File: src/rtl/bit_popcnt_pkg.sv
// Shared types and sizing helpers for the pipelined population counter.
package bit_popcnt_pkg;

    typedef enum logic {
        POPCNT_ONES  = 1'b0,
        POPCNT_ZEROS = 1'b1
    } popcnt_mode_t;

    // Leaf chunk count, rounded up to a power of two so the adder tree is balanced.
    function automatic int unsigned np_of(input int unsigned width, input int unsigned chunk_width);
        int unsigned nchunk;
        int unsigned np;
        nchunk = (width + chunk_width - 1) / chunk_width;
        np = 1;
        while (np < nchunk) np = np * 2;
        return np;
    endfunction

    function automatic int unsigned lat_of(input int unsigned width, input int unsigned chunk_width);
        return 1 + $clog2(np_of(width, chunk_width));
    endfunction

    function automatic int unsigned cnt_width(input int unsigned nbits);
        return $clog2(nbits) + 1;
    endfunction

    // Bit offset of a tree level inside the flattened tree vector.
    function automatic int unsigned tree_offset(input int unsigned level, input int unsigned np,
                                                input int unsigned leaf_w);
        int unsigned off;
        off = 0;
        for (int unsigned j = 0; j < level; j++) off = off + (np >> j) * (leaf_w + j);
        return off;
    endfunction

endpackage

File: src/rtl/bit_popcnt_chunk.sv
// Combinational population count of one CHUNK_WIDTH-bit leaf chunk.
module bit_popcnt_chunk
    import bit_popcnt_pkg::*;
#(
    parameter int unsigned CHUNK_WIDTH = 4
) (
    input  logic [CHUNK_WIDTH-1:0]            data,
    output logic [cnt_width(CHUNK_WIDTH)-1:0] count
);

    localparam int unsigned CNT_W = cnt_width(CHUNK_WIDTH);

    always_comb begin
        count = '0;
        for (int unsigned i = 0; i < CHUNK_WIDTH; i++) count = count + CNT_W'(data[i]);
    end

endmodule

File: src/rtl/bit_population_counter_pipe.sv
// Fully pipelined popcount (ones or zeros) with one global valid/ready advance enable.
// Optional registered threshold compare enabled by macro BIT_POPCNT_THRESH_EN.
module bit_population_counter_pipe
    import bit_popcnt_pkg::*;
#(
    parameter int unsigned WIDTH       = 32,
    parameter int unsigned CHUNK_WIDTH = 4
) (
    input  logic                        clk_i,
    input  logic                        arst_n_i,
    input  logic [WIDTH-1:0]            data_i,
    input  logic                        data_val_i,
    input  logic                        mode_i,
    output logic                        ready_o,
    output logic [cnt_width(WIDTH)-1:0] data_o,
    output logic                        data_val_o,
    input  logic                        ready_i
`ifdef BIT_POPCNT_THRESH_EN
    ,
    input  logic [cnt_width(WIDTH)-1:0] thresh_i,
    output logic                        ge_thresh_o
`endif
);

    localparam int unsigned NP     = np_of(WIDTH, CHUNK_WIDTH);
    localparam int unsigned LEVELS = $clog2(NP);
    localparam int unsigned LEAF_W = cnt_width(CHUNK_WIDTH);
    localparam int unsigned OUT_W  = cnt_width(WIDTH);
    localparam int unsigned SUM_W  = LEAF_W + LEVELS;
    localparam int unsigned TREE_W = tree_offset(LEVELS + 1, NP, LEAF_W);
    localparam int unsigned ROOT   = tree_offset(LEVELS, NP, LEAF_W);

    logic                    adv;
    logic [NP*CHUNK_WIDTH-1:0] padded;
    logic [TREE_W-1:0]       tree;
    logic [TREE_W-1:0]       tree_next;
    logic [LEVELS:0]         val;
    logic [LEVELS:0]         val_next;

    assign adv        = ready_i || !val[LEVELS];
    assign ready_o    = adv;
    assign data_val_o = val[LEVELS];
    assign data_o     = tree[ROOT +: OUT_W];

    // Inversion happens before padding so pad bits stay zero in both modes.
    always_comb begin
        padded = '0;
        padded[WIDTH-1:0] = (popcnt_mode_t'(mode_i) == POPCNT_ZEROS) ? ~data_i : data_i;
    end

    always_comb begin
        val_next    = val << 1;
        val_next[0] = data_val_i;
    end

    genvar i, l;
    for (i = 0; i < NP; i++) begin : g_leaf
        bit_popcnt_chunk #(.CHUNK_WIDTH(CHUNK_WIDTH)) u_chunk (
            .data  (padded[i*CHUNK_WIDTH +: CHUNK_WIDTH]),
            .count (tree_next[i*LEAF_W +: LEAF_W])
        );
    end

    // Every level lives in one flat vector; level l has NP>>l nodes of LEAF_W+l bits.
    for (l = 1; l <= LEVELS; l++) begin : g_level
        localparam int unsigned W   = LEAF_W + l;
        localparam int unsigned SRC = tree_offset(l - 1, NP, LEAF_W);
        localparam int unsigned DST = tree_offset(l, NP, LEAF_W);
        for (i = 0; i < (NP >> l); i++) begin : g_node
            assign tree_next[DST + i*W +: W] = {1'b0, tree[SRC + (2*i)*(W-1) +: W-1]}
                                             + {1'b0, tree[SRC + (2*i+1)*(W-1) +: W-1]};
        end
    end

    always_ff @(posedge clk_i or negedge arst_n_i) begin
        if (!arst_n_i) begin
            val  <= '0;
            tree <= '0;
        end else if (adv) begin
            val  <= val_next;
            tree <= tree_next;
        end
    end

`ifdef BIT_POPCNT_THRESH_EN
    logic [SUM_W-1:0] thresh_ext;
    logic             ge;

    always_comb begin
        thresh_ext = '0;
        thresh_ext[OUT_W-1:0] = thresh_i;
    end

    always_ff @(posedge clk_i or negedge arst_n_i) begin
        if (!arst_n_i) begin
            ge <= 1'b0;
        end else if (adv) begin
            ge <= (tree_next[ROOT +: SUM_W] >= thresh_ext);
        end
    end

    assign ge_thresh_o = ge;
`endif

endmodule

File: config.mk
export PLATFORM = sky130hd
export DESIGN_NAME = bit_population_counter_pipe
export DESIGN_NICKNAME = d
export VERILOG_FILES = /design/src/rtl/bit_popcnt_pkg.sv /design/src/rtl/bit_popcnt_chunk.sv /design/src/rtl/bit_population_counter_pipe.sv
export SDC_FILE = /design/constraint.sdc
export NUM_CORES = 1
export LEC_CHECK = 0
export BUFFER_PORTS_ARGS = -buffer_cell sky130_fd_sc_hd__buf_2
export CAP_MARGIN = 40
export CORE_UTILIZATION = 58
export CTS_CLUSTER_SIZE = 24
export DETAILED_ROUTE_END_ITERATION = 16
export PLACE_DENSITY = 0.83
export SLEW_MARGIN = 40
export SYNTH_ARGS = -nofsm -noshare
export SYNTH_HDL_FRONTEND = slang
export SYNTH_SLANG_ARGS = --single-unit
export TNS_END_PERCENT = 5
File: constraint.sdc
create_clock -name clk_i -period 2.05 [get_ports clk_i]
set_input_delay 0.3075 -clock clk_i [delete_from_list [all_inputs] [get_ports clk_i]]
set_output_delay 0.3075 -clock clk_i [all_outputs]
set_load 0.02 [all_outputs]
# After elaboration in Yosys (flattened, before gate mapping)
# Index checks and enable logic that the tools add are counted.
# word_totals
regBits	60
input_bits	37
out_inout_bits	8
# classes
addsub	31
muxes	1
n_bitwise	1
n_reduce_logical	2
# op_table
operator	n
3-bit by 1-bit adder with 3-bit output	16
32-bit 2-to-1 mux	1
32-bit NOT	1
1-bit by 1-bit adder with 2-bit output	8
3-bit by 3-bit adder with 4-bit output	4
4-bit by 4-bit adder with 5-bit output	2
5-bit by 5-bit adder with 6-bit output	1
1-bit zero test	1
1-bit logical OR	1

# Depth between registers and ports, before layout
# Gate-level depths: netlist of the first run.
# logic_depth
ltp_word	5
depth_mapped	8
mapped_depth_nobuf	6

# Modules after synthesis
# Synthesis of the first run repeated with hierarchy kept, for this count alone.
# hier_totals
hier_cells	409
hier_area_um2	3802.4
# by_module_without_submodules
mod	n_inst	cells_per_inst	area_each_um2	seq_area_each_um2
bit_population_counter_pipe	1	345	3291.9	1501.4
bit_popcnt_chunk	8	8	63.8	0.0

# Least setup slack after synthesis of the first run
# Ideal clock, no wire load.
# synth_timing
kind	input to register
from	input port mode_i
to	register tree[19]
arrival_ps	1880
slack_ps	43
stages	8
path_buffers	2
path_cell_list	buf_2 buf_2 xor2_1 ha_1 fa_1 ha_1 nand2_1 o21ai_0
# synth_via
elab_chain_cells	4
# synth_rtl
item	line	rtl
start, declared	bit_population_counter_pipe.sv:13	input logic mode_i,
32-bit 2-to-1 mux (*)	bit_population_counter_pipe.sv:48	padded[WIDTH-1:0] = (popcnt_mode_t'(mode_i) == POPCNT_ZEROS) ? ~data_i : data_i;
1-bit by 1-bit adder with 2-bit output	bit_popcnt_chunk.sv:15	for (int unsigned i = 0; i < CHUNK_WIDTH; i++) count = count + CNT_W'(data[i]);
3-bit by 1-bit adder with 3-bit output	bit_popcnt_chunk.sv:15	
3-bit by 1-bit adder with 3-bit output (*)	bit_popcnt_chunk.sv:15	
net g_leaf[6].u_chunk.count[1]	bit_popcnt_chunk.sv:8	output logic [cnt_width(CHUNK_WIDTH)-1:0] count
end signal, assigned	bit_population_counter_pipe.sv:81	tree <= tree_next;
end, declared	bit_population_counter_pipe.sv:35	logic [TREE_W-1:0] tree;
# Mark *: on every way through the listed nets, which the timed path passes. The rest lies on a longest branch.
# A chain may end at the register's enable or synchronous reset.

# Worst setup path after layout of the first run
# layout_timing
from	input port mode_i
to	register tree[22]
# layout_via
elab_chain_cells	4
# layout_rtl
item	line
32-bit 2-to-1 mux (*)	bit_population_counter_pipe.sv:48
1-bit by 1-bit adder with 2-bit output	bit_popcnt_chunk.sv:15
3-bit by 1-bit adder with 3-bit output	bit_popcnt_chunk.sv:15
3-bit by 1-bit adder with 3-bit output (*)	bit_popcnt_chunk.sv:15
net g_leaf[7].u_chunk.count[1]	bit_popcnt_chunk.sv:8
# Marked as above.

==> results.json, run 1 <==
{
  "wirelength_um": 5870,
  "start_util": 0.611,
  "drc": 0,
  "min_path_type": "primary input to register",
  "fmax_mhz": 531,
  "numCtsBuffers": 9,
  "fin_ws_ns": 0.166,
  "finalSetupViolations": 0,
  "power.internal_mw": 3.59,
  "die_y_um": 81.7,
  "clk-insertion-delay-late_ns": 0.34,
  "met1_usage": 0.238,
  "worstSetupEndpointType": "register",
  "place_inst": 473,
  "fp.dieW_um": 81.7,
  "rows": 28,
  "routedWlPerCell_um": 12.0,
  "combPwrFrac": 0.466,
  "post-dp-hpwl_um": 4380,
  "cts_setup_buffers": 0,
  "area_growth_pct": 12.2,
  "drtIter0Drc": 100,
  "clock_sinks": 60,
  "drive_gt1_frac": 0.193,
  "core-area_um2": 6030,
  "layout_min_cycle_time_ns": 1.88,
  "required_ns": 2.27,
  "grt_setup_unrepaired": "no",
  "vdd_drop_max_mv": 1.01,
  "antenna_cells": 0,
  "drv_slew": 0,
  "worstMarginPinSlew_ns": 0.578,
  "tns_ns": 0,
  "yosysUniqueCellTypes": 21,
  "cts_resized": 0,
  "met3_usage": 0.0544,
  "max_slew_margin": 0.615,
  "cts.path.max_buffers": 2,
  "multi_input_area_um2": 2000,
  "crit_type": "primary input to register",
  "htreeDepth": 3,
  "synth_common_cells": "nand2_1, dfrtp_1, ha_1, xor2_1, fa_1",
  "clkPwrFrac": 0.175,
  "dr_total_vias": 2522,
  "outcome": "completed",
  "start_kind": "primary input",
  "rrSetupSlack_ns": 0.30,
  "netlist_top_cells_area": "dfrtp_1, ha_1, nand2_1",
  "yosysWarningCount": 0,
  "final_cell_area_um2": 4130,
  "synth_edf_count": 0,
  "fin_crit_sh": 0.919,
  "ys_seq_area_frac": 0.408,
  "grt_start_max_net_pins": 61,
  "synth_area_um2": 3680,
  "async_flop_share": 1.00,
  "synth_nets": 461,
  "viasPerCell": 5.16,
  "holdWs_ns": 0.175,
  "area.sequential_um2": 1500,
  "cp.arrival_ns": 2.10,
  "worst-path-max-fanout": 25,
  "synth_top_cell_by_area": "dfrtp_1",
  "drv_cap": 0,
  "final_cell_count_no_fill": 489,
  "post-synth-top-count-cell": "nand2_1",
  "ios": 45,
  "post_cts_hold_buffer_count": 1,
  "ys.flop_type": "dfrtp_1",
  "pre_cts_ws_ns": -0.217,
  "io_buffers": 44,
  "dpl-instance-area_um2": 3930,
  "final.setup_skew_ns": 0.00757,
  "first_pass_iters": 4,
  "fin_nets": 503,
  "grt_pass1_vias": 2513,
  "synth-seq-cells": 60,
  "gp_congestion": 0.748,
  "track_usage": 0.208,
  "grt_remaining_overflow": 0,
  "power_leakage_nw": 2.22,
  "hold_viol": 0,
  "avgSynthCellArea_um2": 10.0,
  "p_sw_mw": 2.32,
  "busiest_layer": "met2",
  "tritoncts": "done",
  "clock-root-buffer": "clkbuf_8",
  "power_density_nw_per_um2": 1430,
  "grt_pass1_wl_um": 10200,
  "path_clk_slew_ns": 0.06,
  "fill_cells": 465,
  "antenna_found_initial": 0,
  "swShare": 0.392,
  "design.die.area_um2": 6670,
  "use_met2": 0.354,
  "netlist.area_leader.share": 0.408,
  "ant_nets": 0,
  "synth_cells": 368,
  "seq_power_share": 0.359
}
## cells in the final DEF, fill, tap and decap left out, drive strengths merged, types with 2 or more instances in the layout
master / count
clkbuf: 10
a211oi: 2
a21oi: 20
clkinv: 3
xnor2: 5
nor2: 13
a21o: 10
ha: 41
nand2: 118
inv: 7
xor2: 37
fa: 15
o21ai: 14
buf: 53
dfrtp: 60
## flip-flops by register name (all words and copies together), names as in the netlist
name and flops:
val 4, tree 56
## power by group through the flow
stage | clock network, mW | registers (mW) | logic [mW]
2_1_floorplan | 0 | 2.06 | 2.30
3_3_place_gp | 0 | 2.11 | 2.62
3_5_place_dp | 0 | 2.15 | 2.78
4_1_cts | 1.06 | 2.13 | 2.81
5_1_grt | 1.11 | 2.21 | 3.20
6_report | 1.03 | 2.12 | 2.75
## layer usage
| metal | wire [um] | up-vias |
|---|---|---|
| li1 | - | 1257 |
| met1 | 2630 | 1184 |
| met2 | 2850 | 67 |
| met3 | 225 | 14 |
| met4 | 165 | 0 |
| met5 | 0 | - |
## stage by stage
stage / power (mW) / utilization
after floorplan: 4.36 / -
after global placement: 4.73 / 0.653
after detailed placement: 4.94 / 0.653
after CTS: 6.00 / 0.686
after global routing: 6.52 / 0.686
final: 5.91 / 0.686
## worst paths after layout
check                                 from        to  cells after the start
worst max-delay path                mode_i  tree[22]                      7
worst min-delay path            data_val_i    val[0]                      3
worst max register to register    tree[40]  tree[54]                      6
worst min register to register    tree[53]  tree[53]                      2
max in group asynchronous         arst_n_i  tree[10]                      3
min in group asynchronous         arst_n_i  tree[31]                      3
## area by class of cell
class	instances	share of cell area
multi-input combinational	278	0.484
sequential	60	0.363
timing repair buffer	54	0.0781
clock buffer	10	0.0333
tap	75	0.0227
clock inverter	5	0.0127
inverter	7	0.00636
## cell families (layout without fill, tap and decap cells)
| group | count (synthesis) | in the layout | synth area share |
|---|---|---|---|
| DFF | 60 | 60 | 0.408 |
| and+or+nand+nor | 133 | 133 | 0.138 |
| buffers and inverters | 30 | 76 | 0.0510 |
| AOI/OAI and AO/OA | 47 | 47 | 0.0829 |
| xor gates and xnor gates | 42 | 42 | 0.0999 |
| adders and majority gates | 56 | 56 | 0.221 |
## critical path, cell delays in order
cell	delay, ns
buf_2	0.46
xor2_1	0.24
ha_1	0.27
fa_1	0.40
ha_1	0.28
nand2_1	0.06
o21ai_0	0.07
(Power assumes the default switching activity.)
==> run 2, diff against run 1 <==
--- a/config.mk
+++ b/config.mk
@@ -7,12 +7,13 @@
 export LEC_CHECK = 0
 export BUFFER_PORTS_ARGS = -buffer_cell sky130_fd_sc_hd__buf_2
 export CAP_MARGIN = 40
-export CORE_UTILIZATION = 58
+export CORE_UTILIZATION = 59
 export CTS_CLUSTER_SIZE = 24
 export DETAILED_ROUTE_END_ITERATION = 16
-export PLACE_DENSITY = 0.83
+export PLACE_DENSITY = 0.84
 export SLEW_MARGIN = 40
 export SYNTH_ARGS = -nofsm -noshare
 export SYNTH_HDL_FRONTEND = slang
+export SYNTH_HIERARCHICAL = 1
 export SYNTH_SLANG_ARGS = --single-unit
 export TNS_END_PERCENT = 5
==> run 2 against run 1 <==
Critical path depth is 3 higher; clock-buffer cell count grew 3; routed wire length increased by 15%; via count up 6.3%; area after synthesis is 3.3% higher; maximum frequency grew 5.0%; highest routed layer unchanged; worst hold slack got worse by 0.0087 ns; largest cell class unchanged; cell count increased by 8.0%.
==> results.json, run 2 <==
{
  "drc": 0,
  "cts.path.max_buffers": 2,
  "drv_cap": 0,
  "layout_min_cycle_time_ns": 1.79,
  "synth_top_cell_by_area": "dfrtp_1",
  "power_leakage_nw": 2.40,
  "gp_congestion": 0.769,
  "min_path_type": "primary input to register",
  "synth_nets": 502,
  "final_common_cell": "nand2_1",
  "combPwrFrac": 0.483,
  "required_ns": 2.29,
  "startpoint": "mode_i",
  "grt_setup_unrepaired": "no",
  "worst-path-max-fanout": 16,
  "worstSetupEndpointType": "register",
  "fin_nets": 542,
  "die_y_um": 82.3,
  "swShare": 0.409,
  "post-synth-top-count-cell": "nand2_1",
  "drv_slew": 0,
  "start_kind": "primary input",
  "vdd_drop_max_mv": 0.958,
  "fmax_mhz": 557,
  "pre_cts_ws_ns": -0.0884,
  "clock_sinks": 60,
  "synth_area_um2": 3800,
  "netlist.area_leader.share": 0.395,
  "grt_pass1_vias": 2763,
  "yosysWarningCount": 6,
  "ys_seq_area_frac": 0.395,
  "crit_end": "tree[7]",
  "power_density_nw_per_um2": 1410,
  "area.sequential_um2": 1500,
  "ios": 45,
  "antenna_cells": 0,
  "fp.dieW_um": 82.3,
  "avgSynthCellArea_um2": 9.30,
  "tritoncts": "done",
  "max_slew_margin": 0.619,
  "design.die.area_um2": 6770,
  "totalPowerFinal_mw": 5.98,
  "viasPerCell": 5.08,
  "rows": 28,
  "cp.arrival_ns": 2.03,
  "most-common-layout-cells": "nand2_1, dfrtp_1, inv_1",
  "grt_start_max_net_pins": 64,
  "dr_total_vias": 2680,
  "cts_resized": 0,
  "post_cts_hold_buffer_count": 1,
  "first_pass_iters": 4,
  "crit_type": "primary input to register",
  "fin_crit_sh": 0.875,
  "r2r_cells": 6,
  "antenna_found_initial": 0,
  "seq_power_share": 0.361,
  "grt_pass1_wl_um": 11700,
  "worstMarginPinSlew_ns": 0.572,
  "synth_cells": 409,
  "numCtsBuffers": 9,
  "clock-root-buffer": "clkbuf_8",
  "grt_remaining_overflow": 0,
  "synth_edf_count": 0,
  "yosysUniqueCellTypes": 22,
  "r2r-end": "tree[54]",
  "netlist_top_cells_area": "dfrtp_1, ha_1, nand2_1",
  "synth_common_cells": "nand2_1, dfrtp_1, inv_1, ha_1, xor2_1",
  "track_usage": 0.236,
  "rrSetupSlack_ns": 0.31,
  "p_sw_mw": 2.45,
  "cts_setup_buffers": 0,
  "wirelength_um": 6730,
  "post-dp-hpwl_um": 4830,
  "final.setup_skew_ns": 0.00611,
  "routedWlPerCell_um": 12.8,
  "drive_gt1_frac": 0.146,
  "fill_cells": 466,
  "ys.flop_type": "dfrtp_1",
  "async_flop_share": 1.00,
  "outcome": "completed",
  "largest_register": "tree",
  "ant_nets": 0,
  "drtIter0Drc": 107,
  "clkPwrFrac": 0.156,
  "clk-insertion-delay-late_ns": 0.34,
  "largest_reg_flops": 56,
  "fin_ws_ns": 0.256,
  "htreeDepth": 3,
  "io_buffers": 44,
  "hold_viol": 0,
  "core-area_um2": 6060,
  "path_clk_slew_ns": 0.07,
  "area_growth_pct": 11.4,
  "timing.rr.start": "tree[40]",
  "start_util": 0.627,
  "multi_input_area_um2": 1970,
  "largestRegisters": "tree (56), val (4)",
  "synth-seq-cells": 60,
  "power.internal_mw": 3.53,
  "finalSetupViolations": 0
}
## run 2: changes by cell type after synthesis, sizes merged
cell / before / now
a21oi: 20 / 18
nor2b: 1 / 3
o21ai: 14 / 16
inv: 7 / 47
nor2: 13 / 15
a21o: 10 / 8
buf: 21 / 22
clkbuf: 2 / 0
## run 2: cells by family (layout without fill, tap and decap cells)
group                    count (synthesis)  after routing  share of synthesized area
AND/OR/NAND/NOR                        137            137                      0.140
adder cells (fa/ha/maj)                 56             56                      0.214
flip-flops                              60             60                      0.395
AO/OA/AOI/OAI                           45             45                     0.0675
buffers and inverters                   69            113                     0.0872
XOR/XNOR                                42             42                     0.0967
## run 2: area by class of cell
type / instances / share of cell area
Multi-Input combinational cell: 280 / 0.465
Tap cell: 75 / 0.0222
Inverter: 47 / 0.0417
Clock buffer: 13 / 0.0375
Sequential cell: 60 / 0.355
Timing Repair Buffer: 51 / 0.0768
Clock inverter: 2 / 0.00236
## run 2: stage by stage
| stage | setup TNS [ns] | std cells | cell area [um^2] | hold WS, ns | utilization |
|---|---|---|---|---|---|
| 2_1_floorplan | 0 | 409 | 3800 | 0.0119 | - |
| 3_3_place_gp | 0 | 512 | 4060 | 0.328 | 0.669 |
| 3_5_place_dp | -0.312 | 512 | 4060 | 0.330 | 0.669 |
| 4_1_cts | 0 | 528 | 4240 | 0.153 | 0.699 |
| 5_1_grt | 0 | 528 | 4240 | 0.173 | 0.699 |
| 6_report | 0 | 528 | 4240 | 0.166 | 0.699 |
## run 2: worst max-delay path, cell delays in order
cell and delay [ns]:
buf_2 0.13, buf_12 0.16, xor2_1 0.15, inv_1 0.09, fa_1 0.56, inv_1 0.06, ha_1 0.18, ha_1 0.27
nand2_1 0.06, nand2_1 0.05
## run 2: how the worst min path moves through the flow
stage,cells after the start,end,start,slack (ns)
finish,3,val[0],data_val_i,0.17
floorplan,0,tree[0],arst_n_i,0.01
global placement,1,val[3],arst_n_i,0.33
CTS,3,val[0],data_val_i,0.15
detailed placement,1,val[3],arst_n_i,0.33
global route,3,val[0],data_val_i,0.17
## run 2: per-layer routing
metal,GRT usage,share of wire
met4,0.142,0.035
met3,0.0330,0.030
met5,0,0
met2,0.427,0.51
met1,0.262,0.42
## run 2: power by group through the flow
stage / clock network, mW / registers [mW] / logic, mW
floorplan: 0 / 2.07 / 2.29
detailed placement: 0 / 2.16 / 2.86
global placement: 0 / 2.13 / 2.64
CTS: 0.948 / 2.15 / 2.92
global route: 0.993 / 2.23 / 3.33
finish: 0.931 / 2.16 / 2.89
